--- config.mk ---
export PLATFORM = sky130hd
export DESIGN_NAME = riscv_fpga_top
export DESIGN_NICKNAME = d
export VERILOG_FILES = /design/src/rtl/riscv_fpga_top_pkg.sv /design/src/rtl/riscv_fpga_top_key_conditioner.sv /design/src/rtl/riscv_fpga_top.sv
export SDC_FILE = /design/constraint.sdc
export NUM_CORES = 1
export LEC_CHECK = 0
export CORE_MARGIN = 2
export CORE_UTILIZATION = 57
export CTS_CLUSTER_SIZE = 14
export DETAILED_ROUTE_END_ITERATION = 6
export PLACE_DENSITY = 0.77
export SETUP_SLACK_MARGIN = 0.1
export SYNTH_ARGS = -nofsm -noshare
export SYNTH_HDL_FRONTEND = slang
export SYNTH_SLANG_ARGS = --single-unit
--- constraint.sdc ---
create_clock -name CLOCK_50 -period 2.3 [get_ports CLOCK_50]
set_input_delay 0.46 -clock CLOCK_50 [delete_from_list [all_inputs] [get_ports CLOCK_50]]
set_output_delay 0.46 -clock CLOCK_50 [all_outputs]
set_load 0.02 [all_outputs]
--- src/rtl/riscv_fpga_top_pkg.sv ---
// Shared definitions for the DE1-SoC bring-up top: clock-mode encodings,
// counter width, push-button indices and the LED byte selector.
package fpga_top_pkg;

    typedef enum logic [1:0] {
        MODE_HALT = 2'b00,
        MODE_SLOW = 2'b01,
        MODE_MED  = 2'b10,
        MODE_FULL = 2'b11
    } mode_e;

    localparam int unsigned CNT_W = 32;

    localparam int unsigned KEY_RST    = 0;
    localparam int unsigned KEY_LOAD_A = 1;
    localparam int unsigned KEY_LOAD_B = 2;
    localparam int unsigned KEY_STEP   = 3;

    function automatic logic [7:0] byte_sel(input logic [CNT_W-1:0] value,
                                            input logic [1:0]       sel);
        logic [7:0] b;
        case (sel)
            2'd0:    b = value[7:0];
            2'd1:    b = value[15:8];
            2'd2:    b = value[23:16];
            default: b = value[31:24];
        endcase
        return b;
    endfunction

endpackage

--- src/rtl/riscv_fpga_top_key_conditioner.sv ---
// One active-low push-button: 2-flop synchronizer, optional stability filter
// (KEY_DEBOUNCE_EN), and a previous-level register producing a press edge.
module key_conditioner
    import fpga_top_pkg::*;
#(
    parameter int unsigned DEBOUNCE_CYCLES = 500000
) (
    input  logic clk,
    input  logic rst,
    input  logic key_n,
    output logic pressed,
    output logic press_edge
);

    logic sync1_q, sync1_d;
    logic sync2_q, sync2_d;
    logic prev_q, prev_d;
    logic level;

    always_comb begin
        sync1_d = key_n;
        sync2_d = sync1_q;
    end

    // Synchronizer resets to the released (high) pin level.
    always_ff @(posedge clk or posedge rst) begin
        if (rst) begin
            sync1_q <= 1'b1;
            sync2_q <= 1'b1;
        end else begin
            sync1_q <= sync1_d;
            sync2_q <= sync2_d;
        end
    end

`ifdef KEY_DEBOUNCE_EN
    localparam int unsigned DB_W = $clog2(DEBOUNCE_CYCLES + 1);

    logic [DB_W-1:0] db_cnt_q, db_cnt_d;
    logic            db_level_q, db_level_d;

    // Count consecutive cycles the synchronized level disagrees with the output.
    always_comb begin
        db_cnt_d   = '0;
        db_level_d = db_level_q;
        if (~sync2_q != db_level_q) begin
            if (db_cnt_q == DB_W'(DEBOUNCE_CYCLES - 1)) begin
                db_level_d = ~sync2_q;
            end else begin
                db_cnt_d = db_cnt_q + DB_W'(1);
            end
        end
    end

    always_ff @(posedge clk or posedge rst) begin
        if (rst) begin
            db_cnt_q   <= '0;
            db_level_q <= 1'b0;
        end else begin
            db_cnt_q   <= db_cnt_d;
            db_level_q <= db_level_d;
        end
    end

    assign level = db_level_q;
`else
    localparam int unsigned db_cycles_unused = DEBOUNCE_CYCLES;

    assign level = ~sync2_q;
`endif

    always_comb begin
        prev_d = level;
    end

    always_ff @(posedge clk or posedge rst) begin
        if (rst) begin
            prev_q <= 1'b0;
        end else begin
            prev_q <= prev_d;
        end
    end

    assign pressed    = level;
    assign press_edge = level & ~prev_q;

endmodule

--- src/rtl/riscv_fpga_top.sv ---
// DE1-SoC bring-up top: KEY[0] reset synchronizer, three conditioned buttons,
// mode register, free-running prescaler and 32-bit step counter shown on LEDR.
// Optional button debounce is compiled in with KEY_DEBOUNCE_EN.
module riscv_fpga_top
    import fpga_top_pkg::*;
#(
    parameter int unsigned DIV_SLOW        = 22,
    parameter int unsigned DIV_MED         = 16,
    parameter int unsigned DEBOUNCE_CYCLES = 500000
) (
    input  logic       CLOCK_50,
    input  logic [3:0] KEY,
    input  logic [9:0] SW,
    output logic [9:0] LEDR
);

    logic key_rst;
    logic rst_meta_q, rst_meta_d;
    logic rst_q, rst_d;
    logic rst;

    assign key_rst = ~KEY[KEY_RST];

    always_comb begin
        rst_meta_d = 1'b0;
        rst_d      = rst_meta_q;
    end

    // Asserts as soon as KEY[0] drops, releases on the 2nd edge after it rises.
    always_ff @(posedge CLOCK_50 or posedge key_rst) begin
        if (key_rst) begin
            rst_meta_q <= 1'b1;
            rst_q      <= 1'b1;
        end else begin
            rst_meta_q <= rst_meta_d;
            rst_q      <= rst_d;
        end
    end

    assign rst = rst_q;

    logic [3:1] key_pressed;
    logic [3:1] key_edge;

    for (genvar i = 1; i <= 3; i++) begin : g_key
        key_conditioner #(
            .DEBOUNCE_CYCLES(DEBOUNCE_CYCLES)
        ) u_key (
            .clk       (CLOCK_50),
            .rst       (rst),
            .key_n     (KEY[i]),
            .pressed   (key_pressed[i]),
            .press_edge(key_edge[i])
        );
    end

    // The chord is new exactly when both keys are held and at least one of them
    // was not held last cycle, so the per-key history doubles as chord history.
    logic chord_edge;
    assign chord_edge = key_pressed[KEY_LOAD_A] & key_pressed[KEY_LOAD_B]
                      & (key_edge[KEY_LOAD_A] | key_edge[KEY_LOAD_B]);

    mode_e            mode_q, mode_d;
    logic [CNT_W-1:0] presc_q, presc_d;
    logic [CNT_W-1:0] cnt_q, cnt_d;
    logic             tick;

    // The tick uses the mode held this cycle, so a step arriving with a chord
    // only counts when the mode was already halted.
    always_comb begin
        tick = 1'b0;
        case (mode_q)
            MODE_HALT: tick = key_edge[KEY_STEP];
            MODE_SLOW: tick = &presc_q[DIV_SLOW-1:0];
            MODE_MED:  tick = &presc_q[DIV_MED-1:0];
            MODE_FULL: tick = 1'b1;
            default:   tick = 1'b0;
        endcase
    end

    always_comb begin
        mode_d  = chord_edge ? mode_e'(SW[1:0]) : mode_q;
        presc_d = presc_q + CNT_W'(1);
        cnt_d   = tick ? cnt_q + CNT_W'(1) : cnt_q;
    end

    always_ff @(posedge CLOCK_50 or posedge rst) begin
        if (rst) begin
            mode_q  <= MODE_HALT;
            presc_q <= '0;
            cnt_q   <= '0;
        end else begin
            mode_q  <= mode_d;
            presc_q <= presc_d;
            cnt_q   <= cnt_d;
        end
    end

    logic sw_unused;
    assign sw_unused = ^SW[7:2];

    always_comb begin
        LEDR = {mode_q, byte_sel(cnt_q, SW[9:8])};
    end

endmodule

==> impl_metrics.py, run 1 <==
metrics = {
    "setup_path": {
        "cp-start-kind": "flop",
        "required_ns": 2.52,
        "critPathCaptureType": "flop",
        "cp_max_fo": 9,
        "critPathKind": "reg2reg",
        "arrival_ns": 2.26,
    },
    "sta": {
        "fmax_ghz": 0.490,
        "fin_crit_sh_pct": 88.8,
        "post-route-min-period_ns": 2.04,
        "finalHoldViolations": 0,
        "worst_clock_skew_ns": 0.00856,
        "rsz0062_at_grt": "false",
        "tightest_slew_ns": 0.612,
        "slew_violations": 0,
        "setup_tns_ns": 0,
        "slew_headroom_pct": 59.2,
        "setup_viol": 0,
        "fin_ws_ns": 0.258,
    },
    "global_route": {
        "grt_remaining_overflow": 0,
        "antenna_found_initial": 0,
        "grt_pass1_vias": 2209,
        "grt_max_degree": 39,
        "track_usage_pct": 23.0,
        "grt_pass1_wl_mm": 10.6,
    },
    "cells_and_area": {
        "nNetsFinal": 309,
        "layoutNonFillerInstCount": 367,
        "final_layout_size_suffix_gt1_share_pct": 25.3,
        "n_antenna_cell": 0,
        "syn2layout_area_growth_pct": 19.8,
        "final.fill_count": 346,
        "multiInputGateArea_um2": 1370,
        "regArea_um2": 1690,
    },
    "die": {
        "start_util_pct": 59.8,
        "die_w_um": 77.7,
        "rows": 26,
        "ios": 25,
        "die_h_um": 77.7,
        "die-area_um2": 6040,
        "core-area_um2": 5170,
    },
    "power": {
        "irDropWorstVdd_mv": 0.563,
        "power_density_nw_per_um2": 835,
        "comb_power_share_pct": 18.3,
        "swShare_pct": 28.7,
        "leakagePower_nw": 1.54,
        "p_clk_share_pct": 35.8,
        "p_sw_mw": 0.890,
        "internal_power_mw": 2.21,
        "sequentialPowerShare_pct": 45.9,
    },
    "place": {
        "port_buffers": 18,
        "routabilityCongestion": 0.888,
        "dp_cells": 350,
        "dp_hpwl_mm": 4.31,
        "post-place-ws_ns": -0.361,
    },
    "logic_synthesis": {
        "synthTopCellsByArea": "dfrtp_1, xor2_1, dfstp_2",
        "ys_seq_area_share_pct": 54.5,
        "syn_inst": 254,
        "syn_area_per_cell_um2": 12.2,
        "yosysTopAreaCell": "dfrtp_1",
        "yosysWarnings": 0,
        "syn_nets": 271,
        "ys_ff_latch": 67,
        "syn_area_um2": 3100,
        "ys_types": 33,
        "netlist.area_leader.share_pct": 47.7,
    },
    "status": {
        "status": "complete, no violations",
    },
    "clock_network": {
        "cts_tree": "yes",
        "cts_buffers": 9,
        "cts-root-buf": "clkbuf_8",
        "clkLatencyLatePin_ns": 0.34,
        "clkTransAtPathRegs_ns": 0.08,
        "cts.sinks": 67,
        "cts_buffer_depth": 2,
        "htreeDepth": 3,
        "cts_hold_buf": 0,
    },
    "routing": {
        "drc": 0,
        "avgRoutedWirePerCell_um": 16.7,
        "vias": 2089,
        "routed_via_density": 5.69,
        "antenna_left": 0,
        "dr.first_iter.drc_count": 139,
        "drt_wl_total_mm": 6.12,
        "drtPass1Iterations": 4,
    },
    "min_path": {
        "min_path_type": "reg2async",
    },
    "job": {
        "drv_cap": 0,
    },
}
worst max-delay path, stage by stage, from the launching register on:
cell and delay (ns):
dfrtp_1 0.40, ha_1 0.22, nand3_1 0.18, nor4_4 0.07, a221oi_4 0.46, buf_4 0.26, mux2_2 0.34
cell families (layout without fill, tap and decap cells):
logic type,Yosys count,in the layout,share of synthesized area [%]
adders and majority gates,2,2,0.808
muxes,11,11,6.91
AOI/OAI and AO/OA,3,3,1.01
buffers and inverters,13,56,1.90
and+or+nand+nor,106,106,20.3
DFF,67,67,54.5
other,1,1,0.121
xor gates and xnor gates,51,51,14.4
layout make-up:
type | instances | area share [%]
clock buffers | 12 | 4.18
clock inverters | 4 | 1.96
inverters | 6 | 0.607
multi-input cells | 174 | 37.1
flip-flops and latches | 67 | 45.5
well taps | 70 | 2.36
repair buffers | 34 | 8.34
through the flow:
step	power, mW	hold WS (ns)	util [%]	area, um^2
global placement	1.98	0.346	67.2	3480
CTS	3.11	0.356	71.4	3690
floorplan	1.77	0.312	-	3100
detailed placement	2.00	0.347	67.2	3480
finish	3.10	0.329	71.7	3710
global route	3.23	0.361	71.7	3710
worst paths after layout:
check	from	endpoint	slack (ns)	cells past startpoint
min reg2reg	rst	cnt_q[31]	0.33	1
min	rst	cnt_q[31]	0.33	1
max in group asynchronous	rst	g_key[3].u_key.sync1_q	1.30	2
max reg2reg	presc_q[1]	cnt_q[1]	0.26	6
min in group CLOCK_50	g_key[2].u_key.sync1_q	g_key[2].u_key.sync2_q	0.36	0
max	presc_q[1]	cnt_q[1]	0.26	6
per-layer routing:
metal,global-route usage [%],vias to the layer above,share of wire (%)
li1,-,968,-
met1,32.0,1049,45
met2,34.8,58,48
met3,4.77,14,4.5
met4,10.7,0,2.1
met5,0,-,0
cell usage after synthesis:
master and instances:
buf_1 1, buf_2 2, nand3_1 19, nor3_2 1, nand2b_1 1, nor4_2 6
conb_1 1, nand2_1 21, nor3b_1 2, dfrtp_1 59, nor4_4 1, a221oi_2 1
nor4b_1 2, nor3_1 17, xnor2_1 10, dfstp_2 8, xor2_1 41, and4_1 1
clkbuf_1 3, nor4b_2 2, nor2_1 13, a211oi_1 1, ha_1 2, inv_1 6
a31o_2 1, mux4_2 8, buf_6 1, and2_1 1, nand4_1 9, and3_1 5
nor4_1 3, mux2_2 3, nand4_2 2
state kept, by name (all words and copies together) (netlist names):
name,count
cnt_q,32
presc_q,22
g_key.u_key.prev_q,3
g_key.u_key.sync1_q,3
g_key.u_key.sync2_q,3
mode_q,2
rst,1
rst_d,1
power by group through the flow:
stage,logic [mW],clock network [mW],registers (mW)
detailed placement,0.565,0,1.44
global placement,0.542,0,1.44
CTS,0.566,1.12,1.42
finish,0.567,1.11,1.42
global route,0.621,1.18,1.43
floorplan,0.375,0,1.39
placed cells by master (no fill, tap or decap), types with 2 or more instances in the layout:
| cell | Yosys | layout |
|---|---|---|
| clkbuf_8 | 0 | 11 |
| nor2_1 | 13 | 13 |
| clkdlybuf4s50_1 | 0 | 9 |
| dfrtp_1 | 59 | 59 |
| nand2_1 | 21 | 21 |
| xor2_1 | 41 | 41 |
| nor4b_2 | 2 | 4 |
| nor4_2 | 6 | 6 |
| ha_1 | 2 | 2 |
| xnor2_1 | 10 | 10 |
| dfstp_2 | 8 | 8 |
| buf_6 | 1 | 2 |
| buf_2 | 2 | 6 |
| buf_12 | 0 | 3 |
| nor3_1 | 17 | 17 |
| inv_1 | 6 | 5 |
| nor3b_1 | 2 | 2 |
| bufinv_16 | 0 | 2 |
| nand4_1 | 9 | 9 |
| buf_4 | 0 | 13 |
| nand3_1 | 19 | 19 |
| mux4_2 | 8 | 8 |
| nand4_2 | 2 | 2 |
| and3_1 | 5 | 5 |
| mux2_2 | 3 | 3 |
| nor4_1 | 3 | 3 |
timing repair:
item | in CTS | in global routing
gates resized for setup | 37 | 2
setup buffers | 1 | 0
hold endpoints to repair | 0 | 0
setup endpoints to repair | 9 | 7
pin swaps | 1 | 1
Power figures use the tool's default switching activity.
==> run 2, diff against run 1 <==
--- a/config.mk
+++ b/config.mk
@@ -5,6 +5,7 @@
 export SDC_FILE = /design/constraint.sdc
 export NUM_CORES = 1
 export LEC_CHECK = 0
+export CORE_ASPECT_RATIO = 1.5
 export CORE_MARGIN = 2
 export CORE_UTILIZATION = 57
 export CTS_CLUSTER_SIZE = 14
==> constraint.sdc (replaced) <==
create_clock -name CLOCK_50 -period 2.1 [get_ports CLOCK_50]
set_input_delay 0.42 -clock CLOCK_50 [delete_from_list [all_inputs] [get_ports CLOCK_50]]
set_output_delay 0.42 -clock CLOCK_50 [all_outputs]
set_load 0.02 [all_outputs]
==> run 2 against run 1 <==
Wire length is 17% higher; combinational power increased by 50%; critical endpoint is now cnt_q[9]; die area grew 0.21%; first-iteration DRC count rose by 11%; largest cell class unchanged; non-clock buffer count up 17.
==> impl_metrics.py, run 2 (synthesized netlist as in run 1, its figures left out) <==
metrics = {
    "status": {
        "status": "complete, no violations",
    },
    "setup_path": {
        "cp_max_fo": 5,
        "cp_cell_sequence": "ha_4, nand3_2, nor4_4, a221oi_4, buf_6, buf_4, nor4b_4, xor2_1",
        "cp_slowest_cell": "dfrtp_1",
        "cp_slowest_stage_delay_ns": 0.42,
        "cp-start-kind": "flop",
        "required_ns": 2.37,
        "critPathBufInv": 2,
        "cp_top_family": "simple AND/OR/NAND/NOR gates",
        "critPathKind": "reg2reg",
        "arrival_ns": 2.34,
        "critPathCaptureType": "flop",
    },
    "routing": {
        "avgRoutedWirePerCell_um": 18.7,
        "antenna_left": 0,
        "dr.first_iter.drc_count": 154,
        "vias": 2238,
        "routed_via_density": 5.86,
        "top_layer": "met4",
        "drt_wl_total_mm": 7.16,
        "wl_met2_mm": 3.96,
        "drc": 0,
        "wl_met1_mm": 2.71,
        "drtPass1Iterations": 4,
        "wl_met3_um": 241,
    },
    "power": {
        "power_density_nw_per_um2": 867,
        "p_total_mw": 3.46,
        "irDropWorstVdd_mv": 0.676,
        "leakagePower_nw": 1.70,
    },
    "cells_and_area": {
        "final_layout_size_suffix_gt1_share_pct": 33.8,
        "syn2layout_area_growth_pct": 29.0,
        "nNetsFinal": 326,
        "multiInputGateArea_um2": 1540,
        "top_regs": "cnt_q x32, presc_q x22",
        "final_cell_mix": "dfrtp_1, xor2_1, buf_4, nand2_1, nand3_1",
        "final_core_util_pct": 76.7,
        "largest_register_ffs": 32,
        "layout_commonest_cell": "dfrtp_1",
        "final.fill_count": 329,
        "regMostFlops": "cnt_q",
        "n_antenna_cell": 0,
        "final_area_um2": 3990,
        "regArea_um2": 1690,
    },
    "clock_network": {
        "cts-root-buf": "clkbuf_8",
        "htreeDepth": 3,
        "cts_buffer_depth": 2,
        "cts.sinks": 67,
        "cts_buffers": 9,
        "cts_tree": "yes",
        "clkLatencyLatePin_ns": 0.35,
        "clkTransAtPathRegs_ns": 0.07,
    },
    "sta": {
        "slew_violations": 0,
        "fmax_ghz": 0.484,
        "slew_headroom_pct": 59.5,
        "fin_crit_sh_pct": 98.5,
        "worst_clock_skew_ns": 0.0136,
        "post-route-min-period_ns": 2.07,
        "tightest_slew_ns": 0.605,
        "holdWs_ns": 0.262,
        "setup_viol": 0,
        "rsz0062_at_grt": "true",
        "finalHoldViolations": 0,
    },
    "place": {
        "routabilityCongestion": 0.886,
        "port_buffers": 18,
        "dp_hpwl_mm": 4.50,
        "placed_area_um2": 3550,
    },
    "global_route": {
        "grt_max_degree": 46,
        "track_usage_pct": 24.1,
        "grt_pass1_wl_mm": 10.7,
        "grt_pass1_vias": 2270,
        "grt_remaining_overflow": 0,
        "antenna_found_initial": 0,
    },
    "job": {
        "drv_cap": 0,
    },
    "die": {
        "core-area_um2": 5200,
        "start_util_pct": 59.5,
        "rows": 32,
        "die-area_um2": 6050,
        "die_w_um": 64.2,
        "ios": 25,
        "die_h_um": 94.3,
    },
    "min_path": {
        "min_path_type": "reg2async",
    },
}
-- run 2: cell count changes in the layout (fill, tap and decap cells not counted), moves of 2 or more --
cell	change
buf_4	+12
buf_6	+3
nand3_1	-2
nand3_2	+2
nor3_1	-10
nor3_2	+8
nor3_4	+2
nor4_2	-4
nor4_4	+5
nor4b_2	-2
nor4b_4	+2
-- run 2: worst register-to-register path, delay by kind of cell, from the launching register on --
family	cells	cell delay, ns
AOI/OAI and AO/OA	1	0.12
and+or+nand+nor	3	0.79
buffers and inverters	2	0.32
adders and majority gates	1	0.17
xor gates and xnor gates	1	0.18
DFF	1	0.42
-- run 2: metrics by stage --
stage	TNS (ns)	setup slack [ns]	cells
final	0	0.0321	382
after global routing	-0.256	-0.0619	382
after CTS	0	0.102	374
after detailed placement	-3.54	-0.460	357
after global placement	-3.48	-0.440	357
after floorplan	0	0.120	254
-- run 2: layer usage --
metal	vias up	global-route usage [%]
li1	1007	-
met1	1155	26.9
met2	56	39.8
met3	20	6.59
met4	0	16.5
met5	-	0
-- run 2: final timing paths --
| kind | slack, ns | start | depth (start not counted) | end |
|---|---|---|---|---|
| max | 0.03 | presc_q[1] | 8 | cnt_q[9] |
| min | 0.26 | rst | 1 | cnt_q[12] |
| max reg2reg | 0.03 | presc_q[1] | 8 | cnt_q[9] |
| min reg2reg | 0.26 | rst | 1 | cnt_q[12] |
| max in group asynchronous | 1.18 | rst | 2 | g_key[3].u_key.sync2_q |
| min in group CLOCK_50 | 0.36 | rst_d | 0 | rst |
-- run 2: what timing repair did --
action                                 4_1_cts  5_1_grt
endpoints found under the hold margin        0        0
buffers inserted                             1        7
setup endpoints to repair                   28       30
hold buffers                                 0        0
gates cloned                                 0        1
pin swaps                                    2       18
gates resized for setup                     35       34
-- run 2: area by class of cell --
class | count | area share (%)
sequential | 67 | 42.2
multi-input combinational | 174 | 38.6
timing repair buffer | 51 | 11.6
clock buffer | 12 | 3.63
tap | 68 | 2.13
clock inverter | 4 | 1.28
inverter | 6 | 0.564
-- run 2: power breakdown --
| group | leakage (nW) | total, mW | switching (mW) | internal (mW) |
|---|---|---|---|---|
| clock | 0.0966 | 1.07 | 0.490 | 0.581 |
| combinational | 0.838 | 0.853 | 0.481 | 0.372 |
| sequential | 0.762 | 1.54 | 0.137 | 1.40 |
